$ cat src/rtl/dest_track_pipe.sv
// Tracks destination register, write enable and load flag through EX/ME/WB,
// detects load-use hazards, applies flushes and keeps saturating debug counters.
module dest_track_pipe #(
    parameter int REG_W       = 5,
    parameter int STALL_CNT_W = 16,
    parameter int FLUSH_CNT_W = 8
) (
    input  logic                   clk,
    input  logic                   rst_n,
    input  logic [REG_W-1:0]       rd_de,
    input  logic                   RUWr_de,
    input  logic                   load_de,
    input  logic                   valid_de,
    input  logic [REG_W-1:0]       rs1_de,
    input  logic [REG_W-1:0]       rs2_de,
    input  logic                   rs1_used_de,
    input  logic                   rs2_used_de,
    input  logic                   flush_ex,
    input  logic                   hold_all,
    output logic [REG_W-1:0]       rd_ex,
    output logic                   RUWr_ex,
    output logic [REG_W-1:0]       rd_me,
    output logic                   RUWr_me,
    output logic [REG_W-1:0]       rd_wb,
    output logic                   RUWr_wb,
    output logic                   stall_de,
    output logic [STALL_CNT_W-1:0] stall_cnt,
    output logic [FLUSH_CNT_W-1:0] flush_cnt
);

    localparam logic [STALL_CNT_W-1:0] STALL_ONE = {{(STALL_CNT_W-1){1'b0}}, 1'b1};
    localparam logic [FLUSH_CNT_W-1:0] FLUSH_ONE = {{(FLUSH_CNT_W-1){1'b0}}, 1'b1};

    logic             ex_valid_q, ex_valid_d, ex_wr_q, ex_wr_d, ex_load_q, ex_load_d;
    logic             me_valid_q, me_valid_d, me_wr_q, me_wr_d, me_load_q, me_load_d;
    logic             wb_valid_q, wb_valid_d, wb_wr_q, wb_wr_d, wb_load_q, wb_load_d;
    logic [REG_W-1:0] ex_rd_q, ex_rd_d, me_rd_q, me_rd_d, wb_rd_q, wb_rd_d;

    logic [STALL_CNT_W-1:0] stall_cnt_q, stall_cnt_d;
    logic [FLUSH_CNT_W-1:0] flush_cnt_q, flush_cnt_d;

    logic hazard;
    logic wr_de;
    logic advance;

    // An x0 destination is never reported as a write, so x0 is never forwarded.
    assign wr_de   = RUWr_de & (rd_de != '0);
    assign advance = ~hold_all;

    assign hazard = ex_valid_q & ex_load_q & ex_wr_q &
                    ((rs1_used_de & (rs1_de == ex_rd_q)) |
                     (rs2_used_de & (rs2_de == ex_rd_q)));

    // Flush wins over stall: the wrong-path DE instruction must not be held.
    assign stall_de = hazard & valid_de & ~flush_ex;

    always_comb begin
        ex_valid_d  = ex_valid_q;
        ex_rd_d     = ex_rd_q;
        ex_wr_d     = ex_wr_q;
        ex_load_d   = ex_load_q;
        me_valid_d  = me_valid_q;
        me_rd_d     = me_rd_q;
        me_wr_d     = me_wr_q;
        me_load_d   = me_load_q;
        wb_valid_d  = wb_valid_q;
        wb_rd_d     = wb_rd_q;
        wb_wr_d     = wb_wr_q;
        wb_load_d   = wb_load_q;
        stall_cnt_d = stall_cnt_q;
        flush_cnt_d = flush_cnt_q;

        if (advance) begin
            wb_valid_d = me_valid_q;
            wb_rd_d    = me_rd_q;
            wb_wr_d    = me_wr_q;
            wb_load_d  = me_load_q;
            me_valid_d = ex_valid_q;
            me_rd_d    = ex_rd_q;
            me_wr_d    = ex_wr_q;
            me_load_d  = ex_load_q;

            if (flush_ex | stall_de | ~valid_de) begin
                ex_valid_d = 1'b0;
                ex_rd_d    = '0;
                ex_wr_d    = 1'b0;
                ex_load_d  = 1'b0;
            end else begin
                ex_valid_d = 1'b1;
                ex_rd_d    = rd_de;
                ex_wr_d    = wr_de;
                ex_load_d  = load_de;
            end

            if (stall_de && (stall_cnt_q != '1)) stall_cnt_d = stall_cnt_q + STALL_ONE;
            if (flush_ex && (flush_cnt_q != '1)) flush_cnt_d = flush_cnt_q + FLUSH_ONE;
        end
    end

    always_ff @(posedge clk) begin
        if (!rst_n) begin
            ex_valid_q  <= 1'b0;
            ex_rd_q     <= '0;
            ex_wr_q     <= 1'b0;
            ex_load_q   <= 1'b0;
            me_valid_q  <= 1'b0;
            me_rd_q     <= '0;
            me_wr_q     <= 1'b0;
            me_load_q   <= 1'b0;
            wb_valid_q  <= 1'b0;
            wb_rd_q     <= '0;
            wb_wr_q     <= 1'b0;
            wb_load_q   <= 1'b0;
            stall_cnt_q <= '0;
            flush_cnt_q <= '0;
        end else begin
            ex_valid_q  <= ex_valid_d;
            ex_rd_q     <= ex_rd_d;
            ex_wr_q     <= ex_wr_d;
            ex_load_q   <= ex_load_d;
            me_valid_q  <= me_valid_d;
            me_rd_q     <= me_rd_d;
            me_wr_q     <= me_wr_d;
            me_load_q   <= me_load_d;
            wb_valid_q  <= wb_valid_d;
            wb_rd_q     <= wb_rd_d;
            wb_wr_q     <= wb_wr_d;
            wb_load_q   <= wb_load_d;
            stall_cnt_q <= stall_cnt_d;
            flush_cnt_q <= flush_cnt_d;
        end
    end

    assign rd_ex     = ex_rd_q;
    assign rd_me     = me_rd_q;
    assign rd_wb     = wb_rd_q;
    assign RUWr_ex   = ex_valid_q & ex_wr_q;
    assign RUWr_me   = me_valid_q & me_wr_q;
    assign RUWr_wb   = wb_valid_q & wb_wr_q;
    assign stall_cnt = stall_cnt_q;
    assign flush_cnt = flush_cnt_q;

    // The load flag is only consulted in EX; later copies travel for debug visibility.
    logic unused_load;
    assign unused_load = me_load_q ^ wb_load_q;

endmodule
$ cat config.mk
export PLATFORM = sky130hd
export DESIGN_NAME = dest_track_pipe
export DESIGN_NICKNAME = d
export VERILOG_FILES = /design/src/rtl/dest_track_pipe.sv
export SDC_FILE = /design/constraint.sdc
export NUM_CORES = 1
export LEC_CHECK = 0
export BUFFER_PORTS_ARGS = -buffer_cell sky130_fd_sc_hd__buf_2
export CORE_ASPECT_RATIO = 1.2
export CORE_MARGIN = 2
export CORE_UTILIZATION = 35
export DETAILED_ROUTE_END_ITERATION = 10
export PLACE_DENSITY_LB_ADDON = 0.12
export SLEW_MARGIN = 10
export SYNTH_ARGS = -nofsm -noshare
export SYNTH_HDL_FRONTEND = slang
export SYNTH_SLANG_ARGS = --single-unit
$ cat constraint.sdc
create_clock -name clk -period 3.1 [get_ports clk]
set_clock_uncertainty 0.15 [all_clocks]
set_input_delay 0.93 -clock clk [delete_from_list [all_inputs] [get_ports clk]]
set_output_delay 0.93 -clock clk [all_outputs]
set_load 0.02 [all_outputs]
==> flow_summary.yaml <==
routing:
  routed-via-count: 2001
  antenna_left: 0
  wl_microns: 5253
  wl_per_cell_microns: 13.47
  drc: 0
  dr.pass1.iters: 4
  drtIter0Drc: 73
  vias_per_cell: 5.131
synthesis:
  synthArstFlopShare: 0
  yosysTopAreaCellShare: 0.4223
  synth_fa_ha_area_frac: 0.01147
  synth_xor_area_frac: 0.06426
  synth_area_sq_um: 2181
  ys.flop_type: "dfxtp_1"
  synth_nets: 267
  synth.avg_cell_area_sq_um: 9.049
  ys_types: 36
  synth_top_family_by_area: "simple AND/OR/NAND/NOR gates"
  synth.most_common_cell: "dfxtp_1"
  ys_ff_latch: 46
  yosys_warnings: 0
  synth-simple-area-share: 0.2708
  synth_edf_count: 0
  synth.area.mux_share: 0.1056
  synth-seq-area-share: 0.4223
  synth_top_area_cell: "dfxtp_1"
  postSynthCellCount: 241
  synth-compound-area-share: 0.09811
  yosys-top-cells-count: "46 x dfxtp_1, 25 x nor2_1, 23 x mux2i_1"
  synth.top_cells.by_area: "dfxtp_1 42%, mux2i_1 11%, xnor2_1 4.8%, nor2_1 4.3%, nand4_1 3.2%"
floorplan:
  dieArea_sq_um: 6881
  fp.coreArea_sq_um: 6051
  row_count: 31
  start_util: 0.3604
  die_h_microns: 90.47
  io_pins: 67
  die_w_microns: 76.06
placed_design:
  place_area_sq_um: 2610
  port_buffers: 66
  dp_hpwl_microns: 3772
  place.gp.congestion: 0.7416
cells_and_area:
  layout-drive-gt1-share: 0.2727
  n_antenna_cell: 0
  final_nets: 333
  final_cell_area_sq_um: 2724
  area_delta_synth_final_pct: 24.90
worst_setup_path:
  startpoint_type: "primary input"
  worst-setup-path-type: "in2out"
  endpoint_kind: "output pin"
  arrival_ns: 1.83
  cp_data_required_time_ns: 2.02
  crit_fanout: 4
clock_network:
  cts_tree: "done"
  ctsResizeCount: 0
  cts_sinks: 46
  postCtsSetupBuffers: 0
  h-tree-depth: 2
  clock_path_buffers: 2
  insertion_delay_ns: 0.30
  clkTransAtPathRegs_ns: 0.09
  tritoncts.num_buffers: 5
  holdBufCountCts: 0
  cts-root-buf: "clkbuf_8"
min_path:
  hp-class: "reg2reg"
grt:
  grt_pass1_vias: 1807
  overflow: 0
  antenna_found_initial: 0
  grt_usage: 0.1566
  grt_max_degree: 31
  grt_pass1_wl_microns: 8763
timing:
  fmax_mhz: 343.9
  tightest_slew_ns: 0.9717
  hold_viol: 0
  finalCritPeriodShare: 0.9379
  period_needed_ns: 2.908
  setup_viol: 0
  finalSetupTns_ns: 0
  maxSlewHeadroom: 0.3515
  grt_setup_unrepaired: "no"
  slew_viol_final: 0
power:
  pwr-share-comb: 0.075
  power.leakage_nw: 1.129
  seqPwrFrac: 0.530
  clkPwrFrac: 0.395
  power_w: 0.001138
  p_sw_frac: 0.2335
  peakVddDrop_mv: 0.2025
  power_density_nw_per_um2: 417.9
  p_int_w: 0.0008726
  p_sw_w: 0.0002658
run:
  cap_violations: 0
outcome:
  status: "completed"
[critical path: stages]
cell,delay (ns)
buf_2,0.09
and4_1,0.26
nand3_1,0.09
o22a_1,0.22
nor2_1,0.07
buf_2,0.16
[metal layers]
layer / vias to the layer above / wire [microns] / GRT usage
li1: 1010 / - / -
met1: 926 / 2488 / 0.2062
met2: 60 / 2408 / 0.2470
met3: 5 / 301 / 0.04000
met4: 0 / 55 / 0.05909
met5: - / 0 / 0
[sequential cells by signal, indices dropped and copies added (netlist names)]
name,count
stall_cnt,16
flush_cnt,8
rd_ex,5
rd_me,5
rd_wb,5
ex_load_q,1
ex_valid_q,1
ex_wr_q,1
me_valid_q,1
me_wr_q,1
wb_valid_q,1
wb_wr_q,1
[stage by stage]
stage	hold WS, ns	cells	setup WS [ns]	utilization
after floorplan	0.2849	241	0.2991	-
after global placement	0.3117	382	0.1867	0.4313
after detailed placement	0.3092	382	0.1913	0.4313
after CTS	0.3337	390	0.1851	0.4502
after global routing	0.3551	390	0.1214	0.4502
final	0.3332	390	0.1924	0.4502
[cell families (layout without fill, tap and decap cells)]
family,after synthesis,after routing
muxes,23,23
xor gates and xnor gates,16,16
buffers and inverters,16,83
DFF,46,46
adders and majority gates,2,2
and+or+nand+nor,108,108
AOI/OAI and AO/OA,30,30
[placed cells by master, fill, tap and decap left out, types with 2 or more instances in the layout]
cell        count
o22a_1          2
or4_1           6
inv_1           3
nand2_1        16
or3_1           2
nor3_1          3
nor2_1         25
ha_1            2
xor2_1          4
o31ai_1         6
nand2b_1        8
a22o_1          6
a21oi_1         9
and2_1          7
mux2i_1        23
nor4_1          6
o21ai_0         2
nand4_1        11
and4_1          5
dfxtp_1        46
nand3_1        12
clkbuf_8        5
clkinvlp_4      2
buf_2          66
xnor2_1        12
buf_4           6
[final cells by class]
type / instances / area (sq um)
inverters: 3 / 11.26
repair buffers: 72 / 375.4
multi-input cells: 179 / 1200
flip-flops and latches: 46 / 920.9
clock inverters: 3 / 45.04
fillers: 641 / 3327
well taps: 82 / 102.6
clock buffers: 5 / 68.82
[power groups by stage]
stage | logic (W) | clock network (W) | registers [W]
2_1_floorplan | 0.0000459 | 0 | 0.000621
3_3_place_gp | 0.0000848 | 0 | 0.000618
3_5_place_dp | 0.0000856 | 0 | 0.000617
4_1_cts | 0.0000858 | 0.000469 | 0.000604
5_1_grt | 0.0000936 | 0.000491 | 0.000605
6_report | 0.0000851 | 0.000450 | 0.000603
[worst paths after layout]
kind                                    from       endpoint  slack [ns]  depth (start not counted)
worst max register to register  stall_cnt[0]  stall_cnt[13]        0.59                          6
worst min register to register     ex_load_q      ex_load_q        0.33                          1
worst min-delay path               ex_load_q      ex_load_q        0.33                          1
worst max-delay path                valid_de       stall_de        0.19                          6
Power figures use the tool's default switching activity.
